[src/rtl/dpram_fifo_ctrl.sv]
// FIFO controller around an external simple dual-port RAM with a registered read port.
// A 2-entry output buffer hides the RAM read latency so one word can leave per cycle.
module dpram_fifo_ctrl #(
    parameter int DW = 8,
    parameter int AW = 4
) (
    input  logic          clk,
    input  logic          rst_n,
    input  logic          in_valid,
    output logic          in_ready,
    input  logic [DW-1:0] in_data,
    output logic          out_valid,
    input  logic          out_ready,
    output logic [DW-1:0] out_data,
    output logic          ram_we,
    output logic [AW-1:0] ram_waddr,
    output logic [DW-1:0] ram_wdata,
    output logic [AW-1:0] ram_raddr,
    input  logic [DW-1:0] ram_rdata,
    output logic [AW:0]   count,
    output logic          full,
    output logic          empty
);

    localparam int CW    = AW + 1;
    localparam int DEPTH = 2 ** AW;

    logic [AW-1:0] wr_ptr;
    logic [AW-1:0] rd_ptr;
    logic [CW-1:0] ram_cnt;
    logic          rd_pend;
    logic [1:0]    obuf_cnt;
    logic [DW-1:0] obuf0;
    logic [DW-1:0] obuf1;

    logic          pop;
    logic          fetch;
    logic [2:0]    occ_next;
    logic [1:0]    obuf_keep;

    assign full      = (ram_cnt == CW'(DEPTH));
    assign in_ready  = !full;
    // Reset is folded in so no write strobe reaches the RAM while held in reset.
    assign ram_we    = in_valid && in_ready && rst_n;
    assign ram_waddr = wr_ptr;
    assign ram_wdata = in_data;
    assign ram_raddr = rd_ptr;

    assign out_valid = (obuf_cnt != 2'd0);
    assign out_data  = obuf0;
    assign pop       = out_valid && out_ready;

    // Words buffered or already on their way after this edge; fetch only if room remains.
    assign occ_next  = 3'(obuf_cnt) + 3'(rd_pend) - 3'(pop);
    assign fetch     = (ram_cnt != '0) && (occ_next < 3'd2);
    assign obuf_keep = obuf_cnt - 2'(pop);

    assign count = ram_cnt + CW'(rd_pend) + CW'(obuf_cnt);
    assign empty = (count == '0);

    // NOTE: all state below uses non-blocking assignments so every register sees pre-edge values.
    always_ff @(posedge clk or negedge rst_n) begin
        if (!rst_n) begin
            wr_ptr   <= '0;
            rd_ptr   <= '0;
            ram_cnt  <= '0;
            rd_pend  <= 1'b0;
            obuf_cnt <= 2'd0;
            obuf0    <= '0;
            obuf1    <= '0;
        end else begin
            if (ram_we) wr_ptr <= wr_ptr + 1'b1;
            if (fetch)  rd_ptr <= rd_ptr + 1'b1;
            rd_pend <= fetch;

            case ({ram_we, fetch})
                2'b10:   ram_cnt <= ram_cnt + 1'b1;
                2'b01:   ram_cnt <= ram_cnt - 1'b1;
                default: ram_cnt <= ram_cnt;
            endcase

            if (pop && obuf_cnt == 2'd2) obuf0 <= obuf1;
            // The arriving word lands right behind whatever survives this edge's pop.
            if (rd_pend) begin
                if (obuf_keep == 2'd0) obuf0 <= ram_rdata;
                else                   obuf1 <= ram_rdata;
            end
            obuf_cnt <= obuf_keep + 2'(rd_pend);
        end
    end

endmodule

[config.mk]
export PLATFORM = sky130hd
export DESIGN_NAME = dpram_fifo_ctrl
export DESIGN_NICKNAME = d
export VERILOG_FILES = /design/src/rtl/dpram_fifo_ctrl.sv
export SDC_FILE = /design/constraint.sdc
export NUM_CORES = 1
export LEC_CHECK = 0
export CAP_MARGIN = 30
export CORE_MARGIN = 3
export CORE_UTILIZATION = 24
export CTS_CLUSTER_DIAMETER = 80
export DETAILED_ROUTE_END_ITERATION = 7
export SLEW_MARGIN = 20
export SYNTH_ARGS = -nofsm -noshare
export SYNTH_HDL_FRONTEND = slang
export SYNTH_SLANG_ARGS = --single-unit
[constraint.sdc]
create_clock -name clk -period 6.3 [get_ports clk]
set_input_delay 1.89 -clock clk [delete_from_list [all_inputs] [get_ports clk]]
set_output_delay 1.89 -clock clk [all_outputs]
set_load 0.005 [all_outputs]
==> summary.txt <==
Synthesis
  • Seq/Total Area, Yosys: 0.4247
  • Synth Cell Area: 1886 um2
  • Synth Register Bits: 32
  • Syn Area/Cell: 11.78 um2
  • Synthesized Nets: 193
  • Mapped Cells: 160
  • Yosys warnings: 0
  • Post-synthesis cell type count: 39

Clock tree
  • CTS tree: yes
  • Clk Latency, worst-skew pair: 290 ps
  • Hold-fix buffers, CTS: 0
  • CTS Buf Count: 5
  • Clk pin slew, worst setup/hold paths: 70 ps
  • Maximum root-to-sink buffer count: 2
  • # clock sinks: 32
  • Post-CTS Resized: 0
  • Root Buffer: clkbuf_8
  • Setup Fix Bufs, Post-CTS: 0
  • H-Tree Depth: 2

Power and ir drop
  • Leakage Power: 1.005 nW
  • PwrDens: 582.6 nW/um2
  • Maximum vdd drop: 178.7 uV

GRT
  • Largest net degree at the start of global routing: 34
  • First-pass GRT wire length: 6.423 mm
  • Initial antenna violation count: 0
  • Vias in the first global route: 1,329
  • Overflow after GRT: 0
  • GRT Util Overall: 0.09222

Setup path
  • Endpoint kind of the worst setup timing path: output pin
  • Crit path top cell by count: clkdlybuf4s50_1
  • CP peak stage delay: 570 ps
  • CP top delay family: buffers and inverters
  • Worst setup SP type: primary input
  • Max FO, Critical Path: 4
  • Worst-path cell chain: clkdlybuf4s50_1 > nand2_1 > a21oi_1 > clkdlybuf4s50_1
  • Worst R2R Start: obuf_cnt[1]
  • Critical path buffer and inverter count: 2
  • CP Data Required Time: 4410 ps
  • Critical Path Start: rst_n
  • Critical path class: primary input to output pin
  • Critical Path AT: 3330 ps
  • Crit path max-delay cell type: clkdlybuf4s50_1

Timing
  • Period utilisation layout: 0.8279
  • Final setup vio count: 0
  • Minimum clock period: 5216 ps
  • Final WS setup: 1084 ps
  • Clock skew: 5.015 ps
  • TNS Setup: 0 ps
  • Fin. max-slew vios: 0
  • RSZ-0062 raised after global routing: no
  • Slew margin rel.: 0.6743
  • Worst-Margin Slew: 487.1 ps
  • Max Freq: 191.7 MHz
  • Final hold vios: 0

Die
  • Starting Density: 0.2532
  • DIE HEIGHT: 94.64 um
  • IO Pins: 54
  • Die span in x: 94.64 um
  • Total die area: 8956 um2
  • Num rows: 31
  • Core footprint: 7447 um2

Finish
  • ANT cells: 0
  • Layout cell share with drive strength beyond 1: 0.1237
  • Fin nets: 226
  • Synth-to-layout area growth: 27.54%

Placement
  • Routability cong.: 0.8100
  • Detailed placement HPWL: 2.740 mm
  • Port Buffer Count: 37
  • Post-Place Setup Slack: 1004 ps

Route
  • DR DRC count: 0
  • Via density: 4.348
  • Starting DRT DRC Count: 31
  • Pre-antenna DRT Iters: 4
  • Antenna-violating nets left: 0
  • WL final: 3.771 mm
  • Vias: 1,274
  • Drt wl/cell: 12.87 um

Hold path
  • Hold Startpoint: ram_waddr[3]
  • Hold Path Class: flop to flop

Job
  • Max Cap Viol: 0

Outcome
  • Status: complete, no violations
[synthesized netlist by cell type (all sizes together)]
master,number,share of area
and3,1,0.0033
fa,4,0.042
a31o,1,0.0046
or4,2,0.010
buf,13,0.044
nor3,1,0.0027
nor4bb,1,0.0053
nor3b,5,0.020
a21oi,6,0.016
xnor2,7,0.033
or4b,1,0.0053
inv,13,0.026
nor2b,2,0.0066
xor2,5,0.023
nand2,6,0.012
a31oi,1,0.0033
o2111ai,2,0.0093
nor4,1,0.0066
mux2,28,0.17
nand2b,2,0.0066
nand4,1,0.0033
o311ai,1,0.0046
a211oi,1,0.0040
a2111o,1,0.0060
ha,9,0.060
nand3b,1,0.0040
a21bo,1,0.0053
dfrtp,32,0.42
o21ai,3,0.0080
o211ai,2,0.015
nand3,6,0.016
[worst reg2reg max path, delay by kind of cell, from the launching register on]
kind            cells  cell delay, ps
xor+xnor            1             340
buf+inv             3             380
compound gates      3             370
fa+ha+maj           3            1110
flops               1             490
simple gates        2             680
[layer usage]
layer	vias to the layer above	track usage	part of all wire
met4	0	0.03846	0.017
met2	37	0.1445	0.45
li1	622	-	-
met5	-	0	0
met1	608	0.1154	0.47
met3	7	0.03187	0.062
[state kept, by name (all words and copies together) (netlist names)]
name	cells
rd_pend	1
ram_cnt	5
out_data	8
ram_raddr	4
obuf_cnt	2
ram_waddr	4
obuf1	8
[cells by family after synthesis]
group / share of synthesized area
DFF: 0.4247
and+or+nand+nor: 0.1015
muxes: 0.1692
buffers and inverters: 0.07034
AOI/OAI and AO/OA: 0.07632
adders and majority gates: 0.1022
xor gates and xnor gates: 0.05574
[worst paths after layout]
| path | slack [ps] | to | cells past startpoint |
|---|---|---|---|
| setup / recovery | 1080 | ram_we | 4 |
| hold / removal | 480 | ram_waddr[3] | 1 |
| setup reg to reg | 2830 | ram_cnt[4] | 12 |
| hold reg to reg | 480 | ram_waddr[3] | 1 |
| max in group asynchronous | 3920 | obuf1[0] | 2 |
| min in group asynchronous | 2070 | ram_cnt[3] | 2 |
[final cells by class]
type	count	area, um2
clock inverters	1	7.507
clock buffers	7	86.33
multi-input cells	102	952.2
flip-flops and latches	32	800.8
fillers	768	5042
repair buffers	39	385.4
inverters	13	48.80
well taps	99	123.9
[cell usage in the layout, fill, tap and decap left out, drive strengths merged, types with 5 or more instances in the layout]
cell           netlist  final
clkdlybuf4s50        0     37
dfrtp               32     32
mux2                28     28
inv                 13     13
ha                   9      9
xnor2                7      7
clkbuf               0      7
nand2                6      6
a21oi                6      6
nand3                6      6
xor2                 5      5
nor3b                5      5
[metrics by stage]
stage | utilization | hold slack [ps] | cells | cell area [um2] | power (W)
floorplan | - | 456.9 | 160 | 1886 | 0.0009355
global placement | 0.3103 | 465.3 | 285 | 2311 | 0.001242
detailed placement | 0.3103 | 459.2 | 285 | 2311 | 0.001255
CTS | 0.3229 | 478.9 | 293 | 2405 | 0.001430
global route | 0.3229 | 498.1 | 293 | 2405 | 0.001544
finish | 0.3229 | 477.1 | 293 | 2405 | 0.001401
[where the power goes]
group | total [W] | switching [W] | internal, W
clock | 0.000166 | 0.0000778 | 0.0000887
combinational | 0.000811 | 0.000344 | 0.000467
sequential | 0.000424 | 0.000107 | 0.000317
total | 0.00140 | 0.000529 | 0.000872
No activity file was read; power rests on OpenSTA's default activity.
